`src/rtl/init_sequencer.sv`:
```
// Start sequencer: holds the datapath in reset, settles, then rotates one-hot phase enables
// until the last mux stage reports completion or the round budget runs out.
module init_sequencer #(
  parameter int RST_CYCLES    = 4,
  parameter int SETTLE_CYCLES = 2,
  parameter int NPHASE        = 4,
  parameter int MAX_ROUNDS    = 8,
  parameter int CNT_W         = 8
) (
  input  logic              clk,
  input  logic              rst,
  input  logic              on,
  input  logic              muxlast,
  output logic              rstsig,
  output logic [NPHASE-1:0] phase_en,
  output logic              reclk,
  output logic              feclk,
  output logic              busy,
  output logic              done,
  output logic              err,
  output logic [CNT_W-1:0]  round_cnt
);

  typedef enum logic [2:0] {S_IDLE, S_RESET, S_SETTLE, S_RUN, S_DONE, S_ERR} state_t;

  localparam logic [CNT_W-1:0]  RST_LAST = CNT_W'(RST_CYCLES - 1);
  localparam logic [CNT_W-1:0]  SET_LAST = CNT_W'((SETTLE_CYCLES > 0) ? SETTLE_CYCLES - 1 : 0);
  localparam logic [CNT_W-1:0]  MAX_R    = CNT_W'(MAX_ROUNDS);
  localparam logic [NPHASE-1:0] PH_FIRST = NPHASE'(1);

  state_t              state_q, state_d;
  logic                on_q;
  logic                start_q, start_d;
  logic [CNT_W-1:0]    cnt_q, cnt_d;
  logic [CNT_W-1:0]    round_q, round_d;
  logic [CNT_W-1:0]    round_inc;
  logic [NPHASE-1:0]   phase_q, phase_d;
  logic [NPHASE-1:0]   phase_rot;
  logic                rstsig_q, rstsig_d;
  logic                reclk_q, reclk_d;
  logic                feclk_q, feclk_d;
  logic                busy_q, busy_d;
  logic                done_q, done_d;
  logic                err_q, err_d;

  always_comb begin
    state_d   = state_q;
    cnt_d     = cnt_q;
    round_d   = round_q;
    phase_d   = phase_q;
    err_d     = err_q;
    phase_rot = {phase_q[NPHASE-2:0], phase_q[NPHASE-1]};
    round_inc = (round_q < MAX_R) ? round_q + CNT_W'(1) : round_q;
    // Starts are qualified at detection time, so an edge seen during DONE is dropped.
    start_d   = on & ~on_q & ((state_q == S_IDLE) || (state_q == S_ERR));

    case (state_q)
      S_IDLE, S_ERR: begin
        if (start_q) begin
          state_d = S_RESET;
          cnt_d   = '0;
          round_d = '0;
          err_d   = 1'b0;
        end
      end
      S_RESET: begin
        if (cnt_q == RST_LAST) begin
          cnt_d = '0;
          if (SETTLE_CYCLES == 0) begin
            state_d = S_RUN;
            phase_d = PH_FIRST;
          end else begin
            state_d = S_SETTLE;
          end
        end else begin
          cnt_d = cnt_q + CNT_W'(1);
        end
      end
      S_SETTLE: begin
        if (cnt_q == SET_LAST) begin
          cnt_d   = '0;
          state_d = S_RUN;
          phase_d = PH_FIRST;
        end else begin
          cnt_d = cnt_q + CNT_W'(1);
        end
      end
      S_RUN: begin
        phase_d = phase_rot;
        if (phase_q[NPHASE-1]) begin
          round_d = round_inc;
          if (muxlast) begin
            state_d = S_DONE;
            phase_d = '0;
          end else if (round_inc >= MAX_R) begin
            state_d = S_ERR;
            phase_d = '0;
            err_d   = 1'b1;
          end
        end
      end
      S_DONE:  state_d = S_IDLE;
      default: state_d = S_IDLE;
    endcase

    rstsig_d = (state_d == S_RESET);
    busy_d   = (state_d == S_RESET) || (state_d == S_SETTLE) || (state_d == S_RUN);
    done_d   = (state_d == S_DONE);
    reclk_d  = phase_d[0];
    feclk_d  = phase_d[NPHASE/2];
  end

  always_ff @(posedge clk or posedge rst) begin
    if (rst) begin
      state_q  <= S_IDLE;
      on_q     <= 1'b0;
      start_q  <= 1'b0;
      cnt_q    <= '0;
      round_q  <= '0;
      phase_q  <= '0;
      rstsig_q <= 1'b0;
      reclk_q  <= 1'b0;
      feclk_q  <= 1'b0;
      busy_q   <= 1'b0;
      done_q   <= 1'b0;
      err_q    <= 1'b0;
    end else begin
      state_q  <= state_d;
      on_q     <= on;
      start_q  <= start_d;
      cnt_q    <= cnt_d;
      round_q  <= round_d;
      phase_q  <= phase_d;
      rstsig_q <= rstsig_d;
      reclk_q  <= reclk_d;
      feclk_q  <= feclk_d;
      busy_q   <= busy_d;
      done_q   <= done_d;
      err_q    <= err_d;
    end
  end

  assign rstsig    = rstsig_q;
  assign phase_en  = phase_q;
  assign reclk     = reclk_q;
  assign feclk     = feclk_q;
  assign busy      = busy_q;
  assign done      = done_q;
  assign err       = err_q;
  assign round_cnt = round_q;

endmodule

```
`config.mk`:
```
export PLATFORM = sky130hd
export DESIGN_NAME = init_sequencer
export DESIGN_NICKNAME = d
export VERILOG_FILES = /design/src/rtl/init_sequencer.sv
export SDC_FILE = /design/constraint.sdc
export NUM_CORES = 1
export LEC_CHECK = 0
export BUFFER_PORTS_ARGS = -buffer_cell sky130_fd_sc_hd__buf_2
export CORE_MARGIN = 10
export CORE_UTILIZATION = 55
export DETAILED_ROUTE_END_ITERATION = 12
export PLACE_DENSITY = 0.87
export SYNTH_ARGS = -nofsm -noshare
export SYNTH_HDL_FRONTEND = slang
export SYNTH_SLANG_ARGS = --single-unit
```
`constraint.sdc`:
```
create_clock -name clk -period 2.5 [get_ports clk]
set_input_delay 0.125 -clock clk [delete_from_list [all_inputs] [get_ports clk]]
set_output_delay 0.125 -clock clk [all_outputs]
set_load 0.01 [all_outputs]
```
==> flow_summary.yaml, run 1 <==
yosys:
  yosys.area.top_type: "dfrtp_1"
  yosys.cell_types.count: 44
  yosysWarnings: 0
  synth-seq-cells: 29
  async_flop_share_pct: 100
  synthTopCellsByArea: "dfrtp_1 50%, and2_1 3.5%, ha_1 2.6%"
  synth_flop_cell: "dfrtp_1"
  synth_edf_count: 0
  synthTopCellsByCount: "29 x dfrtp_1, 9 x nor2_1, 8 x and2_1"
  syn-instance-count: 139
  synth.most_common_cell: "dfrtp_1"
  syn_nets: 146
  ys_seq_area_share_pct: 50.4
  synth.top_cell.area_share_pct: 50.4
  synth_area_um2: 1440
  syn-mean-instance-area_um2: 10.4
setup_path:
  start_kind: "flip-flop"
  arrival_ps: 2200
  worstPathMaxFanout: 13
  path_class: "reg -> reg"
  required_ps: 2720
  endpoint_kind: "flip-flop"
  reg2reg_depth: 5
global_routing:
  grt_max_degree: 30
  first_global_vias: 1077
  grt_pass1_wl_mm: 5.04
  grt.overflow.total: 0
  antenna_found_initial: 0
  grt_usage_pct: 12.3
drt:
  vias: 1116
  drcViolationCount: 0
  dr.pass1.iters: 4
  ant_nets: 0
  via_per_inst: 5.81
  post_drt_wl_per_cell_um: 15.5
  initialDrtViolationCount: 48
  drt_wl_total_mm: 2.97
die:
  dieArea_um2: 5070
  start_util_pct: 58.1
  rows: 18
  die_h_um: 71.2
  ioPinCount: 22
  die_x_um: 71.2
  core_area_um2: 2480
power:
  p_switching_mw: 0.709
  clockPowerShare_pct: 18.0
  pwr-share-seq_pct: 40.5
  comb_power_share_pct: 41.5
  leakage_nw: 0.812
  peakVddDrop_v: 0.000711
  power.density_nw_per_um2: 1110
  p_int_mw: 1.08
  switching_share_pct: 39.6
clock_network:
  h-tree-depth: 2
  cts_buffers: 5
  cts_sinks: 29
  clk_pin_slew_ps: 90
  clockBufferDepth: 2
  cts_resized: 0
  clock_latency_ps: 320
  cts_root_buf: "clkbuf_4"
  cts_tree: "built"
outcome:
  outcome: "completed"
sta:
  slew_headroom_pct: 28.9
  fmax_ghz: 0.504
  max_slew.worst_pin.slew_ps: 1070
  rsz0062_at_grt: "no"
  period_share_pct: 79.4
  fin_skew_ps: 4.40
  finalCriticalPeriod_ps: 1990
  final.setup.tns_ps: 0
  setup_violations: 0
  hold_violations: 0
  drv_slew: 0
placed_design:
  gp_congestion: 0.837
  dpl_cell_area_um2: 1540
  dpl.hpwl_mm: 2.26
  port_buffers: 21
run:
  drv_cap: 0
hold_path:
  worstHoldPathType: "in -> async"
layout:
  n_antenna_cell: 0
  finalNetCount: 168
  fin_area_um2: 1620
  utilization_pct: 65.3
  syn_to_final_growth_pct: 12.3
  drive_gt1_share_pct: 22.8
## metrics by stage
step / worst slack (ps) / hold slack, ps / power [mW] / std cells
2_1_floorplan: 673 / 156 / 1.34 / 139
3_3_place_gp: 609 / 248 / 1.44 / 183
3_5_place_dp: 541 / 253 / 1.48 / 183
4_1_cts: 528 / 76.5 / 1.81 / 192
5_1_grt: 365 / 125 / 1.94 / 192
6_report: 514 / 48.6 / 1.79 / 192
## cell type report
cell class | count | area (µm²)
well taps | 30 | 37.5
fillers | 200 | 860
repair buffers | 22 | 115
inverters | 6 | 22.5
multi-input cells | 97 | 647
clock inverters | 1 | 5.00
clock buffers | 7 | 65.1
flip-flops and latches | 29 | 726
## kinds of logic (layout without fill, tap and decap cells)
family | Yosys count | after routing | synth area share [%]
muxes | 2 | 2 | 1.39
xor gates and xnor gates | 1 | 1 | 0.608
DFF | 29 | 29 | 50.4
and+or+nand+nor | 54 | 54 | 21.4
adders and majority gates | 3 | 3 | 2.61
buffers and inverters | 13 | 36 | 4.69
AOI/OAI and AO/OA | 37 | 37 | 18.9
## critical path, cell delays in order (launching register included)
cell	delay, ps
dfrtp_1	440
or4_1	530
nor3_2	240
o221a_4	320
and2b_1	200
o22a_1	150
## power by group through the flow
| stage | registers [mW] | logic (mW) | clock network, mW |
|---|---|---|---|
| finish | 0.724 | 0.742 | 0.322 |
| global route | 0.748 | 0.847 | 0.350 |
| CTS | 0.724 | 0.754 | 0.330 |
| detailed placement | 0.732 | 0.753 | 0 |
| global placement | 0.718 | 0.723 | 0 |
| floorplan | 0.691 | 0.653 | 0 |
## worst paths after layout
kind,slack [ps],start,endpoint
min in group clk,150,muxlast,flip-flop
min,50,rst,busy$_DFF_PP0_
min reg2reg,420,on_q$_DFF_PP0_,start_q$_DFF_PP0_
max in group asynchronous,1810,rst,round_cnt[4]$_DFFE_PP0P_
max reg2reg,510,cnt_q[2]$_DFFE_PP0P_,cnt_q[7]$_DFFE_PP0P_
max,510,cnt_q[2]$_DFFE_PP0P_,cnt_q[7]$_DFFE_PP0P_
## metal layers
layer | vias to the layer above | track usage [%] | part of all wire (%)
met1 | 532 | 12.8 | 39
met4 | 0 | 7.74 | 2.6
li1 | 546 | - | -
met3 | 9 | 4.74 | 6.4
met2 | 29 | 20.3 | 52
met5 | - | 0 | 0
## what timing repair did
item	CTS	global route
endpoints found under the hold margin	1	0
buffers inserted	0	0
hold buffers	1	0
## cells in the final DEF (no fill, tap or decap), types with 2 or more instances in the layout
cell type and count:
dfrtp_1 29, buf_2 21, nor2_1 9, and2_1 8, nand2_1 7, nand3_1 6, a21oi_1 6, inv_1 5
nor3b_1 5, o21ai_0 5, clkbuf_4 5, nor3_1 4, o22ai_1 4, o21a_1 3, o21ai_1 3, a22o_1 3
a21o_1 3, ha_1 3, nand2b_1 2, or4_1 2, and2b_1 2, o22a_1 2, mux2i_1 2, clkbuf_8 2
## flip-flops by register name, indices dropped and copies added (netlist names), named ones only
signal     count
rstsig         1
cnt_q          8
state_q        3
err            1
start_q        1
round_cnt      8
busy           1
phase_en       2
on_q           1
done           1
(Power assumes the default switching activity.)
==> run 2: changes to the inputs <==
==> constraint.sdc (replaced) <==
create_clock -name clk -period 2.1 [get_ports clk]
set_input_delay 0.105 -clock clk [delete_from_list [all_inputs] [get_ports clk]]
set_output_delay 0.105 -clock clk [all_outputs]
set_load 0.01 [all_outputs]
==> flow_summary.yaml, run 2 (same netlist as run 1, synthesis figures left out) <==
global_routing:
  grt.overflow.total: 0
  use_met2_pct: 22.2
  antenna_found_initial: 0
  busiest_layer: "met2"
  first_global_vias: 1182
  grt_max_degree: 30
  grt_usage_pct: 13.0
  met3_usage_pct: 4.46
  grt_pass1_wl_mm: 5.32
  globalRouteMet1Util_pct: 13.0
clock_network:
  cts_tree: "built"
  clk_pin_slew_ps: 90
  h-tree-depth: 2
  clock_latency_ps: 330
  cts_setup_buffers: 0
  clockBufferDepth: 2
  cts_root_buf: "clkbuf_4"
  cts_buffers: 5
  cts_sinks: 29
sta:
  slew_headroom_pct: 75.0
  drv_slew: 0
  holdWs_ps: 116
  period_share_pct: 94.1
  fin_skew_ps: 11.0
  fmax_ghz: 0.506
  max_slew.worst_pin.slew_ps: 373
  finalCriticalPeriod_ps: 1980
  setup_violations: 0
  hold_violations: 0
  final.setup.tns_ps: 0
  rsz0062_at_grt: "no"
layout:
  finalNetCount: 172
  instances_no_fill: 196
  drive_gt1_share_pct: 23.5
  n_antenna_cell: 0
  final_common_cell: "dfrtp_1"
  syn_to_final_growth_pct: 15.6
  layout_common_cells: "29 x dfrtp_1, 21 x buf_2, 9 x nor2_1"
hold_path:
  hold_path_depth: 3
  worstHoldPathType: "in -> reg"
placed_design:
  port_buffers: 21
  dp_cells: 186
  gp_congestion: 0.835
  dpl.hpwl_mm: 2.28
setup_path:
  worstPathMaxFanout: 13
  arrival_ps: 2190
  path_class: "reg -> reg"
  start_kind: "flip-flop"
  required_ps: 2310
  reg2reg_depth: 5
  endpoint_kind: "flip-flop"
drt:
  via_per_inst: 5.79
  vias: 1135
  drt_wl_total_mm: 3.02
  drcViolationCount: 0
  initialDrtViolationCount: 68
  dr.pass1.iters: 4
  post_drt_wl_per_cell_um: 15.4
  ant_nets: 0
power:
  p_switching_mw: 0.860
  peakVddDrop_v: 0.000902
  power.density_nw_per_um2: 1360
  pwr-share-seq_pct: 37.7
  clockPowerShare_pct: 20.9
  p_int_mw: 1.41
  switching_share_pct: 37.9
  comb_power_share_pct: 41.4
  leakage_nw: 0.835
die:
  dieArea_um2: 5070
  start_util_pct: 58.1
  ioPinCount: 22
  die_h_um: 71.2
  die_x_um: 71.2
  rows: 18
  core_area_um2: 2480
run:
  drv_cap: 0
outcome:
  outcome: "completed"
[run 2: cell types whose count changed in the layout (fill, tap and decap cells not counted), sizes merged]
| cell | change |
|---|---|
| clkinv | -1 |
| bufinv | +1 |
| dlygate4sd3 | +1 |
| buf | +3 |
[run 2: worst max-delay path, stage by stage, from the launching register on]
cell and delay (ps):
dfrtp_1 430, or4_1 530, nor3_2 230, o221a_4 310, and2b_1 200, o22a_1 150
[run 2: layer usage]
layer | up-vias | share of wire (%)
met5 | - | 0
met4 | 0 | 2.6
met3 | 7 | 5.1
met2 | 23 | 53
met1 | 548 | 40
li1 | 557 | -
[run 2: layout make-up]
class                           instances  area, µm²
Clock buffer                            7       55.1
Clock inverter                          1       30.0
Fill cell                             212        812
Inverter                                6       22.5
Multi-Input combinational cell         97        647
Sequential cell                        29        726
Tap cell                               30       37.5
Timing Repair Buffer                   26        148
[run 2: what timing repair did]
action / in CTS / in global routing
hold buffers: 2 / 0
hold endpoints to repair: 30 / 0
resized for setup: 0 / 0
[run 2: path summary, 6_finish.rpt]
path | start | end | slack [ps]
worst max-delay path | cnt_q[2]$_DFFE_PP0P_ | cnt_q[6]$_DFFE_PP0P_ | 120
worst min-delay path | muxlast | err$_DFFE_PP0P_ | 120
worst max register to register | cnt_q[2]$_DFFE_PP0P_ | cnt_q[6]$_DFFE_PP0P_ | 120
worst min register to register | on_q$_DFF_PP0_ | start_q$_DFF_PP0_ | 410
max in group asynchronous | rst | cnt_q[7]$_DFFE_PP0P_ | 1450
min in group asynchronous | rst | start_q$_DFF_PP0_ | 380
[run 2: power by group through the flow]
| stage | Sequential, mW | Clock (mW) | Combinational (mW) |
|---|---|---|---|
| 3_5_place_dp | 0.867 | 0 | 0.938 |
| 6_report | 0.855 | 0.474 | 0.939 |
| 2_1_floorplan | 0.822 | 0 | 0.777 |
| 4_1_cts | 0.855 | 0.480 | 0.947 |
| 5_1_grt | 0.885 | 0.509 | 1.05 |
| 3_3_place_gp | 0.854 | 0 | 0.895 |
[run 2: stage by stage]
step	util [%]	setup WS (ps)	total power [mW]	instance area [µm²]
floorplan	-	273	1.60	1440
global placement	63.0	204	1.75	1560
detailed placement	63.0	137	1.81	1560
CTS	67.2	126	2.28	1670
global route	67.2	47.6	2.45	1670
finish	67.2	124	2.27	1670
